### src/rtl/wbus_pkg.sv
// Shared types, parameter limits and width helper for the wired-bus arbiter.
package wbus_pkg;

   typedef enum logic [1:0] {IDLE, GRANT, TURN} wbus_state_t;

   localparam int NREQ_MIN     = 2;
   localparam int NREQ_MAX     = 16;
   localparam int TURN_MIN     = 1;
   localparam int TURN_MAX     = 4;
   localparam int HOLD_MIN     = 2;
   localparam int HOLD_MAX_LIM = 255;

   function automatic int idx_width(input int n);
      return (n <= 2) ? 1 : $clog2(n);
   endfunction

endpackage

### src/rtl/wired_bus_arbiter_rr_pick.sv
// Combinational round-robin picker: rotate by ptr, find lowest set bit, un-rotate.
module rr_pick
   import wbus_pkg::*;
#(
   parameter int NREQ = 4
) (
   input  logic [NREQ-1:0]            req,
   input  logic [idx_width(NREQ)-1:0] ptr,
   output logic                       valid,
   output logic [idx_width(NREQ)-1:0] idx
);

   localparam int IW = idx_width(NREQ);

   logic [NREQ-1:0] rot;
   logic [IW-1:0]   pos;

   // NOTE: every output of a combinational block gets a default first, so no path leaves it unassigned and no latch is inferred.
   always_comb begin
      rot   = '0;
      valid = 1'b0;
      pos   = '0;
      for (int i = 0; i < NREQ; i++) begin
         rot[i] = req[(i + int'(ptr)) % NREQ];
      end
      for (int i = NREQ - 1; i >= 0; i--) begin
         if (rot[i]) begin
            valid = 1'b1;
            pos   = IW'(i);
         end
      end
      idx = IW'((int'(pos) + int'(ptr)) % NREQ);
   end

endmodule

### src/rtl/wired_bus_arbiter.sv
// Round-robin owner sequencer for a shared resolved net: one-hot drive enable,
// turnaround gap between owners, and forced release after HOLD_MAX cycles.
module wired_bus_arbiter
   import wbus_pkg::*;
#(
   parameter int NREQ     = 4,
   parameter int TURN_CYC = 1,
   parameter int HOLD_MAX = 8
) (
   input  logic                     clk,
   input  logic                     rst,
   input  logic [NREQ-1:0]          req,
   input  logic [NREQ-1:0]          last,
   output logic [NREQ-1:0]          gnt,
   output logic [NREQ-1:0]          oe,
   output logic [$clog2(NREQ)-1:0]  owner,
   output logic                     busy,
   output logic                     timeout
);

   localparam int IW = idx_width(NREQ);

   if (NREQ < NREQ_MIN || NREQ > NREQ_MAX) begin : g_bad_nreq
      $error("wired_bus_arbiter: NREQ out of range");
   end
   if (TURN_CYC < TURN_MIN || TURN_CYC > TURN_MAX) begin : g_bad_turn
      $error("wired_bus_arbiter: TURN_CYC out of range");
   end
   if (HOLD_MAX < HOLD_MIN || HOLD_MAX > HOLD_MAX_LIM) begin : g_bad_hold
      $error("wired_bus_arbiter: HOLD_MAX out of range");
   end

   wbus_state_t   state;
   logic [IW-1:0] ptr;
   logic [7:0]    hold_cnt;
   logic [1:0]    turn_cnt;
   logic          pick_valid;
   logic [IW-1:0] pick_idx;
   logic          release_now;

   rr_pick #(.NREQ(NREQ)) u_pick (
      .req   (req),
      .ptr   (ptr),
      .valid (pick_valid),
      .idx   (pick_idx)
   );

   // An early drop of req counts as a release just like last with req.
   assign release_now = !req[owner] || last[owner];

   // NOTE: sequential state uses non-blocking assignments so every register samples pre-edge values.
   always_ff @(posedge clk or posedge rst) begin
      if (rst) begin
         state    <= IDLE;
         gnt      <= '0;
         owner    <= '0;
         busy     <= 1'b0;
         timeout  <= 1'b0;
         ptr      <= '0;
         hold_cnt <= '0;
         turn_cnt <= '0;
      end else begin
         timeout <= 1'b0;
         case (state)
            IDLE: begin
               if (pick_valid) begin
                  state    <= GRANT;
                  gnt      <= {{(NREQ-1){1'b0}}, 1'b1} << pick_idx;
                  owner    <= pick_idx;
                  hold_cnt <= '0;
                  ptr      <= (pick_idx == IW'(NREQ - 1)) ? '0 : pick_idx + 1'b1;
                  busy     <= 1'b1;
               end
            end
            GRANT: begin
               if (release_now) begin
                  gnt      <= '0;
                  state    <= TURN;
                  turn_cnt <= '0;
               end else if (hold_cnt == 8'(HOLD_MAX - 1)) begin
                  gnt      <= '0;
                  timeout  <= 1'b1;
                  state    <= TURN;
                  turn_cnt <= '0;
               end else if (hold_cnt != 8'(HOLD_MAX)) begin
                  hold_cnt <= hold_cnt + 8'd1;
               end
            end
            TURN: begin
               if (turn_cnt == 2'(TURN_CYC - 1)) begin
                  state <= IDLE;
                  busy  <= 1'b0;
               end else begin
                  turn_cnt <= turn_cnt + 2'd1;
               end
            end
            default: state <= IDLE;
         endcase
      end
   end

   assign oe = gnt;

endmodule
### config.mk
export PLATFORM = sky130hd
export DESIGN_NAME = wired_bus_arbiter
export DESIGN_NICKNAME = d
export VERILOG_FILES = /design/src/rtl/wbus_pkg.sv /design/src/rtl/wired_bus_arbiter_rr_pick.sv /design/src/rtl/wired_bus_arbiter.sv
export SDC_FILE = /design/constraint.sdc
export NUM_CORES = 1
export LEC_CHECK = 0
export ABC_AREA = 1
export ABC_CLOCK_PERIOD_IN_PS = 2750
export CORE_ASPECT_RATIO = 0.6
export CORE_MARGIN = 2
export CORE_UTILIZATION = 45
export CTS_CLUSTER_SIZE = 10
export DETAILED_ROUTE_END_ITERATION = 6
export PLACE_DENSITY_LB_ADDON = 0.3
export RECOVER_POWER = 50
export SLEW_MARGIN = 20
export SYNTH_ARGS = -nofsm -noshare
export SYNTH_HDL_FRONTEND = slang
export SYNTH_SLANG_ARGS = --single-unit
### constraint.sdc
create_clock -name clk -period 2.75 [get_ports clk]
set_clock_uncertainty 0.1 [all_clocks]
set_input_delay 0.55 -clock clk [delete_from_list [all_inputs] [get_ports clk]]
set_output_delay 0.55 -clock clk [all_outputs]
set_load 0.05 [all_outputs]
After elaboration in Yosys (flattened, before gate mapping)
Cells that the tools add are included.
{ "word_totals": {"reg_bits": 22, "input_bits": 10, "output_inout_bits": 12, "word_cells": 100} }
{ "classes": {"addsub": 7, "n_lt_le_gt_ge": 5, "eq_ne": 12, "n_shift": 1, "mux": 48, "n_bitwise": 3, "n_reduce_logical": 16} }
{ "op_table": {"columns": ["operator", "n"], "rows": [
  ["8-bit two-way mux", 4],
  ["2-bit two-way mux", 12],
  ["1-bit two-way mux", 18],
  ["8-bit one-hot mux with 2 select lines", 1],
  ["1-bit binary-select mux with 2-bit select", 6],
  ["3-bit by 4-bit < comparator with 1-bit output, second input constant", 3],
  ["4-bit two-way mux", 3],
  ["2-bit inequality test, second input constant", 6],
  ["3-bit AND reduction", 4],
  ["8-bit by 1-bit adder with 8-bit output, second input constant", 1],
  ["8-bit by 3-bit equality test with 1-bit output, second input constant", 1],
  ["8-bit by 4-bit inequality test with 1-bit output, second input constant", 1],
  ["4-bit one-hot mux with 2 select lines", 1],
  ["2-bit by 3-bit < comparator with 1-bit output, second input constant", 2],
  ["2-bit one-hot mux with 3 select lines", 1],
  ["2-bit nonzero test", 3],
  ["2-bit OR reduction", 3],
  ["5-bit AND reduction", 1],
  ["2-bit by 1-bit adder with 2-bit output, second input constant", 2],
  ["2-bit adder, first input constant", 2],
  ["2-bit equality test, second input constant", 2],
  ["2-bit zero test", 2],
  ["2-bit one-hot mux with 2 select lines", 1],
  ["1-bit by 2-bit << shifter with 4-bit output, first input constant", 1],
  ["other kinds (9)", 11]
]} }

Longest topological paths before layout
{ "logic_depth": {"ltp_word": 14, "mapped_depth": 16, "mapped_depth_nobuf": 15} }

Cells and area by module
A second synthesis with hierarchy kept.
{ "hier_totals": {"cells_unflattened": 224, "area_unflattened_um2": 1575.3} }
{ "by_module_without_submodules": {"columns": ["module", "n_inst", "cells_per_inst", "area_each_um2", "seq_area_each_um2"], "rows": [
  ["wired_bus_arbiter", 1, 168, 1316.3, 550.5],
  ["rr_pick", 1, 56, 259.0, 0.0]
]} }

Worst setup path before layout
Ideal clock, no wire load.
{ "synth_path": {"path_kind": "input-to-reg", "startpoint": "in req[1]", "endpoint": "reg ptr[1]", "setup_ns": 0.076, "arrival_ns": 2.009, "required_time_ns": 2.574, "setup_slack_ns": 0.565, "stages": 14, "path_buffers": 0, "path_cell_list": "inv_1 nand2_1 nand2_1 nand2_1 nand2_1 a21oi_1 nor2_1 ha_1 xor2_1 nand3b_1 nand2_1 inv_1 ha_1 o21ai_1"} }
{ "synth_via": {"elab_chain_len": 10, "elab_cells_between_ends": 24, "classes_between": "2 x add/sub; 1 x eq/ne; 20 x mux; 1 x reduce/logical"} }
{ "synth_rtl": {"columns": ["element", "line", "rtl"], "rows": [
  ["start: declaration", "wired_bus_arbiter.sv:12", "input logic [NREQ-1:0] req,"],
  ["1-bit binary-select mux with 2-bit select", "wired_bus_arbiter_rr_pick.sv:24", "rot[i] = req[(i + int'(ptr)) % NREQ];"],
  ["1-bit two-way mux (not written as such) (2 in a row)", "wired_bus_arbiter_rr_pick.sv:24", null],
  ["2-bit two-way mux (4 in a row)", "wired_bus_arbiter_rr_pick.sv:27", "if (rot[i]) begin"],
  ["2-bit adder", "wired_bus_arbiter_rr_pick.sv:32", "idx = IW'((int'(pos) + int'(ptr)) % NREQ);"],
  ["2-bit by 1-bit adder with 2-bit output / 2-bit equality test (equally long branches)", "wired_bus_arbiter.sv:71", "ptr <= (pick_idx == IW'(NREQ - 1)) ? '0 : pick_idx + 1'b1;"],
  ["2-bit two-way mux", "wired_bus_arbiter.sv:71", null],
  ["end signal: assignment", "wired_bus_arbiter.sv:71", null],
  ["end: declaration", "wired_bus_arbiter.sv:34", "logic [IW-1:0] ptr;"]
]} }
Several ways; a longest one is shown, not always the timed one. The select of a mux whose other input is x is not followed.
A chain may end at the register's enable or synchronous reset.

Worst setup path after layout
{ "layout_path": {"startpoint": "in req[3]", "endpoint": "reg ptr[1]"} }
The elaborated chain is that of the path after synthesis.

==> flow_summary.json <==
{
  "ctsHoldBuffers": 0,
  "grtUsageTotal_pct": 19.4,
  "crit_chain": "clkdlybuf4s50_1, nand2_1, nand3_1, nand2_1, a21oi_1, nor2_1, ha_1, xor2_1, nand3b_1, nand2_1, inv_1, ha_1, o21ai_1",
  "viasPerCell": 4.78,
  "maxCapViolCount": 0,
  "sw_frac_of_total_pct": 51.4,
  "crit_buf_inv": 2,
  "grt_overflow_total": 0,
  "slew_headroom_pct": 20.1,
  "die_x_um": 81.2,
  "ant_nets": 0,
  "worst_pin_slew_ns": 1.20,
  "ir_drop_mv": 0.756,
  "yosysUniqueCellTypes": 28,
  "drt_iter0_drc": 104,
  "arrival_ns": 2.65,
  "numCtsBuffers": 3,
  "yosysTopAreaCellShare_pct": 34.2,
  "required_ns": 2.84,
  "finalSetupViolCount": 0,
  "fin_cells": 288,
  "path_depth": 13,
  "syn_area_mm2": 0.00161,
  "post-cts-setup-buffers": 0,
  "drive_above_1_share_pct": 16.5,
  "cts_resized": 0,
  "yosys_warnings": 0,
  "register_area_um2": 551,
  "pre_cts_slack_ns": -0.0605,
  "period_needed_ns": 2.55,
  "die_area_mm2": 0.00409,
  "fmax_ghz": 0.392,
  "cts_sinks": 22,
  "rows": 16,
  "reg2reg_depth": 14,
  "grt_pass1_vias": 1346,
  "clk-insertion-delay-late_ns": 0.26,
  "grt_max_degree": 23,
  "final_cell_mix": "nand2_1, inv_1, nand3_1",
  "p_per_area_mw_per_mm2": 1220,
  "final_hold_viol_count": 0,
  "clk_pin_slew_ns": 0.08,
  "min_path_cells": 2,
  "yosys.area.top_type": "dfrtp_1",
  "area_delta_synth_final_pct": 20.0,
  "grt_pass1_wl_um": 6080,
  "reg2reg_from": "ptr[0]$_DFFE_PP0P_",
  "min_from": "busy$_DFFE_PP0P_",
  "multi_input_area_um2": 877,
  "synth_area_leaders": "dfrtp_1, nand2_1, nand3_1",
  "power.switching_uw": 1210,
  "hp-class": "flip-flop to flip-flop",
  "path_delay_family": "simple AND/OR/NAND/NOR gates",
  "min_to": "busy$_DFFE_PP0P_",
  "clock_power_share_pct": 12.9,
  "drc": 0,
  "ys_seq_elements": 22,
  "avgSynthCellArea_um2": 7.42,
  "port_buffers": 21,
  "htree_levels": 1,
  "critPathMaxFanout": 4,
  "wl_per_cell_um": 11.6,
  "fin_ws_ns": 0.196,
  "clockBufferDepth": 2,
  "drt-total-wl_um": 3340,
  "cpPeakStageDelay_ns": 0.55,
  "diodes": 0,
  "antenna_found_initial": 0,
  "num-fill-cells": 313,
  "place.gp.congestion": 0.796,
  "internal-power_uw": 1140,
  "synth_nets": 232,
  "hpwl_um": 2490,
  "nets": 259,
  "worst_r2r_endpoint": "ptr[1]$_DFFE_PP0P_",
  "period_share_pct": 92.9,
  "dp.cells": 284,
  "timing.hold.ws_ns": 0.424,
  "rsz0062_at_grt": "false",
  "drtPass1Iterations": 5,
  "num_vias": 1376,
  "ys_seq_area_share_pct": 34.2,
  "p_leak_uw": 0.000997,
  "combPwrFrac_pct": 64.8,
  "crit_slowest_cell": "clkdlybuf4s50_1",
  "root_buffer": "clkbuf_8",
  "worstSetupEndpointType": "flip-flop",
  "worst_setup_path_start_kind": "input port",
  "tritoncts": "yes",
  "path_class": "input port to flip-flop",
  "core-area_mm2": 0.00334,
  "drv_slew": 0,
  "io_pins": 22,
  "path_common_cell": "nand2_1",
  "syn_inst": 217,
  "status": "finished, final reports clean",
  "pwr-share-seq_pct": 22.3,
  "final_util_pct": 57.8,
  "start_util_pct": 48.2,
  "layout_commonest_cell": "nand2_1",
  "regToRegSetupSlack_ns": 0.34,
  "die_h_um": 50.3
}
[cells in the mapped netlist]
| library cell | count |
|---|---|
| nor3b_1 | 2 |
| nand3_1 | 23 |
| o21ai_1 | 4 |
| nand3_4 | 1 |
| nor2_8 | 1 |
| nor2_4 | 1 |
| nand2_2 | 17 |
| ha_1 | 5 |
| nand2_1 | 64 |
| inv_8 | 1 |
| inv_1 | 25 |
| inv_4 | 1 |
| and2_1 | 1 |
| o21ai_2 | 1 |
| buf_4 | 4 |
| nand3_2 | 1 |
| nor3_1 | 1 |
| xor2_1 | 4 |
| nand2_4 | 5 |
| nor2_1 | 18 |
| a21oi_1 | 1 |
| xnor2_1 | 2 |
| nand3b_1 | 3 |
| a21oi_4 | 1 |
| nand4_1 | 1 |
| buf_6 | 3 |
| o21ai_0 | 4 |
| dfrtp_1 | 22 |
[sequential cells by signal (all words and copies together) (netlist names)]
| register | count |
|---|---|
| hold_cnt | 8 |
| timeout | 1 |
| state | 2 |
| gnt | 4 |
| busy | 1 |
| owner | 2 |
| turn_cnt | 2 |
| ptr | 2 |
[stage by stage]
stage	area, um2	setup TNS (ns)	total power [uW]
2_1_floorplan	1610	0	1710
4_1_cts	1940	0	2390
3_3_place_gp	1870	0	2040
6_report	1930	0	2350
5_1_grt	1930	0	2550
3_5_place_dp	1870	-0.0621	2070
[how the worst max path moves through the flow]
stage	to	start	slack [ns]
floorplan	ptr[1]$_DFFE_PP0P_	req[1]	0.56
finish	ptr[1]$_DFFE_PP0P_	req[3]	0.20
CTS	ptr[1]$_DFFE_PP0P_	req[1]	0.21
global route	ptr[1]$_DFFE_PP0P_	req[0]	0.01
global placement	ptr[1]$_DFFE_PP0P_	req[1]	0.02
detailed placement	ptr[1]$_DFFE_PP0P_	req[1]	-0.06
[area by class of cell]
class | instances | area share (%)
clock buffers | 3 | 2.14
clock inverters | 1 | 1.55
inverters | 27 | 5.76
multi-input cells | 161 | 45.4
flip-flops and latches | 22 | 28.5
well taps | 45 | 2.91
repair buffers | 29 | 13.8
[cells by family after synthesis]
group,count (synthesis),synth area share [%]
adder cells (fa/ha/maj),5,3.89
buffers and inverters,34,10.9
AO/OA/AOI/OAI,11,4.35
flip-flops,22,34.2
AND/OR/NAND/NOR,139,43.4
XOR/XNOR,6,3.26
[power by group through the flow]
stage                     clock [uW]  sequential [uW]  combinational [uW]
after global placement             0              527                1520
after global routing             322              536                1690
after CTS                        310              523                1560
after floorplan                    0              595                1120
final                            304              524                1530
after detailed placement           0              528                1540
[layer usage]
metal / wire (um) / vias to the layer above / GRT usage (%)
met3: 109 / 5 / 3.96
li1: - / 723 / -
met1: 1860 / 627 / 29.8
met5: 0 / - / 0
met4: 36 / 0 / 5.37
met2: 1340 / 21 / 27.3
[worst register-to-register path, delay by kind of cell (launching register included)]
| family | cells | cell delay (ns) |
|---|---|---|
| flip-flops | 1 | 0.63 |
| AND/OR/NAND/NOR | 7 | 0.63 |
| buffers and inverters | 2 | 0.15 |
| XOR/XNOR | 1 | 0.15 |
| adder cells (fa/ha/maj) | 2 | 0.45 |
| AO/OA/AOI/OAI | 2 | 0.24 |
Power figures use the tool's default switching activity.
